## src/rtl/fp_normalize.sv

```systemverilog
// rtl/fp_normalize.sv - FPU normalization stage: leading-one search, exponent adjust, pack with GRS and flags
module fp_normalize #(
  parameter int SHIFT_STEP = 8
) (
  input  logic        clk_i,
  input  logic        rst_i,
  input  logic        in_valid_i,
  output logic        in_ready_o,
  input  logic        sign_i,
  input  logic [9:0]  exp_i,
  input  logic [49:0] mant_i,
  input  logic        sticky_i,
  output logic        out_valid_o,
  input  logic        out_ready_i,
  output logic [56:0] data_o,
  output logic [2:0]  grs_o,
  output logic        ovf_o,
  output logic        unf_o,
  output logic        zero_o
);

  typedef enum logic [2:0] {
    S_IDLE,
    S_EVAL,
    S_SHIFT,
    S_PACK,
    S_OUT
  } state_t;

  localparam logic signed [10:0] EXP_MAX  = 11'sd255;
  localparam logic signed [10:0] EXP_MIN  = 11'sd0;
  localparam logic signed [10:0] EXP_STEP = 11'(SHIFT_STEP);

  state_t state, state_nxt;

  logic                   sign_q;
  logic signed [10:0]     exp_q;
  logic [49:0]            mant_q;
  logic                   sticky_q;

  // Window examined per SHIFT cycle: the SHIFT_STEP bits starting at the hidden-bit position.
  logic [SHIFT_STEP-1:0]  win;
  logic [4:0]             win_lzc;
  logic                   win_found;
  logic                   mant_zero;

  assign win       = mant_q[48 -: SHIFT_STEP];
  assign mant_zero = (mant_q == 50'd0);

  // Leading-zero count of the window (only meaningful when the window is non-zero).
  always_comb begin
    win_lzc   = 5'(SHIFT_STEP);
    win_found = 1'b0;
    for (int i = SHIFT_STEP - 1; i >= 0; i--) begin
      if (!win_found && win[i]) begin
        win_lzc   = 5'(SHIFT_STEP - 1 - i);
        win_found = 1'b1;
      end
    end
  end

  // State register.
  always_ff @(posedge clk_i) begin
    if (rst_i) begin
      state <= S_IDLE;
    end else begin
      state <= state_nxt;
    end
  end

  // Next-state and handshake outputs.
  always_comb begin
    state_nxt   = state;
    in_ready_o  = 1'b0;
    out_valid_o = 1'b0;
    case (state)
      S_IDLE: begin
        in_ready_o = 1'b1;
        if (in_valid_i) state_nxt = S_EVAL;
      end
      S_EVAL: begin
        if (mant_zero || mant_q[49] || mant_q[48]) state_nxt = S_PACK;
        else                                        state_nxt = S_SHIFT;
      end
      S_SHIFT: begin
        if (win_found) state_nxt = S_PACK;
      end
      S_PACK: begin
        state_nxt = S_OUT;
      end
      S_OUT: begin
        out_valid_o = 1'b1;
        if (out_ready_i) state_nxt = S_IDLE;
      end
      default: state_nxt = S_IDLE;
    endcase
  end

  // Operand capture, normalization shifts and result packing.
  always_ff @(posedge clk_i) begin
    if (rst_i) begin
      sign_q   <= 1'b0;
      exp_q    <= '0;
      mant_q   <= '0;
      sticky_q <= 1'b0;
      data_o   <= '0;
      grs_o    <= '0;
      ovf_o    <= 1'b0;
      unf_o    <= 1'b0;
      zero_o   <= 1'b0;
    end else begin
      case (state)
        S_IDLE: begin
          if (in_valid_i) begin
            sign_q   <= sign_i;
            exp_q    <= {exp_i[9], exp_i};
            mant_q   <= mant_i;
            sticky_q <= sticky_i;
          end
        end
        S_EVAL: begin
          // Carry into bit 49: one right shift, the lost LSB folds into sticky.
          if (mant_q[49]) begin
            mant_q   <= mant_q >> 1;
            exp_q    <= exp_q + 11'sd1;
            sticky_q <= sticky_q | mant_q[0];
          end
        end
        S_SHIFT: begin
          if (!win_found) begin
            mant_q <= mant_q << SHIFT_STEP;
            exp_q  <= exp_q - EXP_STEP;
          end else begin
            mant_q <= mant_q << win_lzc;
            exp_q  <= exp_q - $signed({6'd0, win_lzc});
          end
        end
        S_PACK: begin
          ovf_o  <= 1'b0;
          unf_o  <= 1'b0;
          zero_o <= 1'b0;
          grs_o  <= 3'b000;
          if (mant_zero) begin
            zero_o <= 1'b1;
            data_o <= {sign_q, 56'd0};
          end else if (exp_q >= EXP_MAX) begin
            ovf_o  <= 1'b1;
            data_o <= {sign_q, 8'hFF, 48'd0};
          end else if (exp_q <= EXP_MIN) begin
            unf_o  <= 1'b1;
            data_o <= {sign_q, 56'd0};
          end else begin
            data_o <= {sign_q, exp_q[7:0], mant_q[47:25], 25'd0};
            grs_o  <= {mant_q[24], mant_q[23], (|mant_q[22:0]) | sticky_q};
          end
        end
        default: ;
      endcase
    end
  end

endmodule

```

## config.mk

```make
export PLATFORM = sky130hd
export DESIGN_NAME = fp_normalize
export DESIGN_NICKNAME = d
export VERILOG_FILES = /design/src/rtl/fp_normalize.sv
export SDC_FILE = /design/constraint.sdc
export NUM_CORES = 1
export LEC_CHECK = 0
export ABC_AREA = 1
export CELL_PAD_IN_SITES_DETAIL_PLACEMENT = 0
export CELL_PAD_IN_SITES_GLOBAL_PLACEMENT = 1
export CORE_ASPECT_RATIO = 1.4
export CORE_UTILIZATION = 39
export CTS_BUF_LIST = sky130_fd_sc_hd__clkbuf_4
export CTS_CLUSTER_DIAMETER = 60
export DETAILED_ROUTE_END_ITERATION = 8
export PLACE_DENSITY = 0.86
export SLEW_MARGIN = 20
export SYNTH_ARGS = -nofsm -noshare
export SYNTH_HDL_FRONTEND = slang
export SYNTH_SLANG_ARGS = --single-unit
```

## constraint.sdc

```tcl
create_clock -name clk_i -period 3.2 [get_ports clk_i]
set_input_delay 0.32 -clock clk_i [delete_from_list [all_inputs] [get_ports clk_i]]
set_output_delay 0.32 -clock clk_i [all_outputs]
set_load 0.05 [all_outputs]
```

==> results of run 1 <==
[sequential cells by signal, summed over array words and instances (netlist names)]
| signal | cells |
|---|---|
| mant_q | 50 |
| data_o | 32 |
| exp_q | 11 |
| grs_o | 3 |
| state | 3 |
| ovf_o | 1 |
| sign_q | 1 |
| sticky_q | 1 |
| unf_o | 1 |
| zero_o | 1 |
[worst reg2reg max path: cells and delay by family, from the launching register on]
kind	cells	cell delay, ps
buf+inv	1	190
compound gates	2	270
simple gates	5	1700
flops	1	390
[cell type report]
class | count | area (sq um)
timing repair buffer | 128 | 1250
tap | 248 | 310
fill | 2069 | 10400
inverter | 76 | 285
clock buffer | 9 | 67.6
antenna | 1 | 2.50
clock inverter | 7 | 88.8
sequential | 104 | 2080
multi-input combinational | 936 | 4800
[worst paths after layout]
kind,endpoint,slack [ps],cells after the start
setup / recovery,exp_q[2],540,8
hold / removal,exp_q[0],380,3
setup reg to reg,exp_q[2],540,8
hold reg to reg,data_o[56],480,2
[metrics by stage]
stage | std cells | cell area (sq um) | hold WS (ps)
2_1_floorplan | 1240 | 7780 | 430
3_3_place_gp | 1492 | 8730 | 447
3_5_place_dp | 1492 | 8730 | 451
4_1_cts | 1508 | 8880 | 353
5_1_grt | 1509 | 8890 | 396
6_report | 1509 | 8890 | 379
[kinds of logic (layout without fill, tap and decap cells)]
family / after synthesis / count (layout) / share of synthesized area [%]
AND/OR/NAND/NOR: 622 / 622 / 38.1
XOR/XNOR: 2 / 2 / 0.228
buffers and inverters: 200 / 220 / 11.9
adder cells (fa/ha/maj): 9 / 9 / 1.56
other: 1 / 26 / 0.0487
AO/OA/AOI/OAI: 278 / 278 / 21.0
flip-flops: 104 / 104 / 27.1
[per-layer routing]
metal / share of wire, % / GRT usage (%)
met1: 42 / 34.3
met2: 50 / 46.5
met3: 5.7 / 2.51
met4: 3.1 / 10.8
met5: 0 / 0
[cell usage in the layout, fill, tap and decap left out, types with 5 or more instances in the layout]
master,instances
nand3_1,245
nand2_1,206
a21oi_1,124
clkdlybuf4s50_1,105
dfxtp_1,104
o21ai_0,85
nand4_1,74
inv_1,70
nor2_1,64
a221oi_1,47
conb_1,25
buf_4,21
nor3_1,9
clkbuf_4,9
a31oi_1,8
ha_1,8
inv_2,5
nor4_1,5
==> results.toml, run 1 <==
[clock_tree]
cts_root_buf = "clkbuf_4"
cts.sinks = 104
ctsResizeCount = 0
clk_latency_ps = 510
numCtsBuffers = 9
postCtsSetupRepairBufs = 0
clk_path_buf_depth = 2
cts_tree = "yes"
clk_pin_slew_worst_paths_ps = 180
h-tree-depth = 3
hold_buffers = 0

[synthesis]
syn_inst = 1216
yosysSeqAreaShare_pct = 27.1
syn-cell-area_sq_um = 7690
synth_most_common_cell = "nand3_1"
postSynthAreaPerCell_sq_um = 6.33
yosys.area.top_type_share_pct = 27.1
synth_edf_count = 0
synth_warnings = 0
synth-async-reset-ratio_pct = 0
synth_seq_cells = 104
yosysUniqueCellTypes = 43
ys_top_cells_by_count = "245 x nand3_1, 206 x nand2_1, 124 x a21oi_1"
synthTopCellsByArea = "dfxtp_1 27%, nand3_1 16%, nand2_1 10%"
synth_top_area_cell = "dfxtp_1"
ys.flop_type = "dfxtp_1"

[timing]
period_share_pct = 83.1
skew_ps = 18.2
rsz0062_at_grt = "no"
setup_slack_ps = 540
max_freq_mhz = 376
setup_tns_ps = 0
finalSetupViolations = 0
report.final.slew_viol_count = 0
hold_viol_final = 0
timing.slew.headroom_pct = 35.2
fin_crit_ps = 2660
worstMarginPinSlew_ps = 970

[flow_run]
drv_cap = 0

[route]
routed_via_density = 5.98
initialDrtViolationCount = 946
remaining_drc_errors = 0
drt-pass1-iter-count = 6
drtAntennaViolNets = 0
wire_per_inst_um = 18.1
wl_um = 27300
via_count = 9031

[critical_path]
critPathArrivalTime_ps = 3050
crit_buf_inv = 1
critical_path.top_delay_family = "simple AND/OR/NAND/NOR gates"
max_stage_delay_ps = 790
cp-start-kind = "register"
crit_slowest_cell = "nor3_2"
crit_start = "mant_q[47]"
path_cells = "nor2_1 > nand2_2 > nor3_2 > nand2_1 > inv_1 > nor2_2 > o21ai_0 > a41oi_1"
critPathKind = "register to register"
cp-end-kind = "register"
path_max_fanout = 12
required_ps = 3590
r2r-start = "mant_q[47]"

[floorplanning]
die_x_um = 121
initial_core_util_pct = 39.9
dieHeight_um = 168
die-area_sq_um = 20300
io_pins = 131
core_area_sq_um = 19300
rows = 60

[final_layout]
area_delta_synth_final_pct = 15.5
nets = 1330
fin_util_pct = 46.1
layout-drive-gt1-share_pct = 4.84

[hold_path]
min_from = "exp_i[0]"
hold_path_class = "primary input to register"

[status]
status = "completed"

[grt]
grt_max_degree = 59
grt_overflow = 0
grt_pass1_vias = 8427
antenna_found_initial = 1
grt.total_usage_pct = 27.0
grt_pass1_wl_um = 44200

[place]
gp_congestion = 0.886
port_buffers = 105
hpwl_um = 18700
place_ws_ps = 639
Power of run 1 is left out: the tool's default activity adds up to more than one toggle a clock period on the data nets, which glitch-free logic cannot reach.
==> inputs of run 2 (changes only) <==
==> constraint.sdc (replaced) <==
create_clock -name clk_i -period 2.7 [get_ports clk_i]
set_input_delay 0.27 -clock clk_i [delete_from_list [all_inputs] [get_ports clk_i]]
set_output_delay 0.27 -clock clk_i [all_outputs]
set_load 0.05 [all_outputs]
==> run 2 against run 1 <==
Compared with the run above: sequential share of layout area down 0.33 points; critical path depth up 9; worst hold slack worse by 35 ps; non-clock buffer count up 15; via count up 1.3%.
==> results.toml, run 2 (same netlist as run 1, synthesis figures left out) <==
[critical_path]
critPathKind = "register to register"
critPathArrivalTime_ps = 2910
r2r-start = "mant_q[42]"
cp-end-kind = "register"
r2r_end = "exp_q[7]"
path_cells = "inv_1 > nand3_1 > inv_2 > nand3_2 > nand2_1 > ha_1 > a21oi_1 > nand2_1 > nand2_1 > nand2_1 > nand2_1 > o21ai_0 > inv_1 > nand2_1 > nand2_1 > nand3_1 > a31oi_1"
required_ps = 3150
cp-start-kind = "register"
reg2reg_slack_ps = 240
crit_slowest_cell = "dfxtp_1"
critical_path.most_common_cell = "nand2_1"
max_stage_delay_ps = 470
path_max_fanout = 6
reg2regPathDepth = 17

[clock_tree]
cts_root_buf = "clkbuf_4"
cts.sinks = 104
h-tree-depth = 3
numCtsBuffers = 9
cts_tree = "yes"
clk_latency_ps = 520
clk_path_buf_depth = 2
postCtsSetupRepairBufs = 0
clk_pin_slew_worst_paths_ps = 200

[final_layout]
fin_util_pct = 46.8
layout-drive-gt1-share_pct = 6.20
reg_top3 = "mant_q (50), data_o (32), exp_q (11)"
final_common_cell = "nand3_1"
multi_input_area_sq_um = 4810
regArea_sq_um = 2080
top_register = "mant_q"
area_delta_synth_final_pct = 17.2
final_cells = 1524
largest_reg_flops = 50
n_fill_cell = 2035
layout_common_cells = "245 x nand3_1, 206 x nand2_1, 124 x a21oi_1"
nets = 1345

[grt]
grt_pass1_vias = 8505
grt_max_degree = 61
grt_overflow = 0
grt.total_usage_pct = 27.3
grt_pass1_wl_um = 44400
antenna_found_initial = 1

[place]
gp_congestion = 0.940
hpwl_um = 19100
dp_cells = 1507
port_buffers = 105

[floorplanning]
die-area_sq_um = 20300
rows = 60
initial_core_util_pct = 39.9
core_area_sq_um = 19300
io_pins = 131
dieHeight_um = 168
die_x_um = 121

[timing]
hold_viol_final = 0
worstMarginPinSlew_ps = 757
max_freq_mhz = 406
setup_tns_ps = 0
skew_ps = 30.0
finalSetupViolations = 0
timing.slew.headroom_pct = 49.5
fin_crit_ps = 2460
report.final.slew_viol_count = 0
rsz0062_at_grt = "no"
period_share_pct = 91.3

[route]
drt-pass1-iter-count = 6
drtAntennaViolNets = 0
initialDrtViolationCount = 1127
via_count = 9145
wl_um = 27700
routed_via_density = 6.00
remaining_drc_errors = 0
wire_per_inst_um = 18.2

[hold_path]
whs_path_depth = 3
min_from = "exp_i[0]"
hold_path_class = "primary input to register"
hold_end = "exp_q[0]"

[status]
status = "completed"

[flow_run]
drv_cap = 0
run 2: cell count changes in the layout (fill, tap and decap cells not counted), sizes merged:
cell / before / now
clkinv: 3 / 2
inv: 78 / 79
buf: 23 / 38
run 2: how the worst max path moves through the flow:
stage / from / to / slack (ps) / cells past startpoint
2_1_floorplan: mant_q[45] / exp_q[8] / 160 / 20
3_3_place_gp: mant_q[47] / exp_q[8] / 260 / 18
3_5_place_dp: mant_q[47] / exp_q[8] / 180 / 18
4_1_cts: mant_q[47] / exp_q[8] / 160 / 18
5_1_grt: mant_q[46] / exp_q[8] / 3 / 18
6_report: mant_q[42] / exp_q[7] / 240 / 17
run 2: worst max-delay path, delay by kind of cell, from the launching register on:
| family | cells | cell delay, ps |
|---|---|---|
| and+or+nand+nor | 10 | 820 |
| buffers and inverters | 3 | 320 |
| adders and majority gates | 1 | 360 |
| AOI/OAI and AO/OA | 3 | 430 |
| DFF | 1 | 470 |
run 2: final cells by class:
| class | instances | share of cell area, % |
|---|---|---|
| antenna | 1 | 0.0277 |
| inverter | 76 | 3.16 |
| clock buffer | 9 | 0.749 |
| multi-input combinational | 936 | 53.3 |
| timing repair buffer | 143 | 15.2 |
| tap | 248 | 3.44 |
| sequential | 104 | 23.1 |
| clock inverter | 7 | 0.957 |
run 2: stage by stage:
step | instance area, sq um | hold WS (ps) | setup WS [ps]
after CTS | 9010 | 318 | 156
after global routing | 9020 | 336 | 3.11
after floorplan | 7780 | 430 | 161
after global placement | 8850 | 449 | 262
final | 9020 | 344 | 235
after detailed placement | 8850 | 453 | 184
run 2: layer usage:
layer / share of wire [%] / up-vias / routed length, um / GRT usage [%]
met3: 6.1 / 81 / 1690 / 3.18
met5: 0 / - / 0 / 0
met4: 4.1 / 0 / 1140 / 13.6
met2: 49 / 430 / 13500 / 45.9
met1: 41 / 4242 / 11300 / 34.2
li1: - / 4392 / - / -
run 2: timing repair:
action,CTS,global route
endpoints found under the setup margin,0,6
resized for setup,0,5
hold buffers,0,0
Power of run 2 is left out for the same reason.
==> inputs of run 3 (changes only) <==
--- a/config.mk
+++ b/config.mk
@@ -18,3 +18,4 @@
 export SYNTH_ARGS = -nofsm -noshare
 export SYNTH_HDL_FRONTEND = slang
 export SYNTH_SLANG_ARGS = --single-unit
+export TNS_END_PERCENT = 10
==> results of run 3 <==
No change in the layout: final DEF, timing and power equal those of run 2.
Power of run 3 is left out for the same reason.
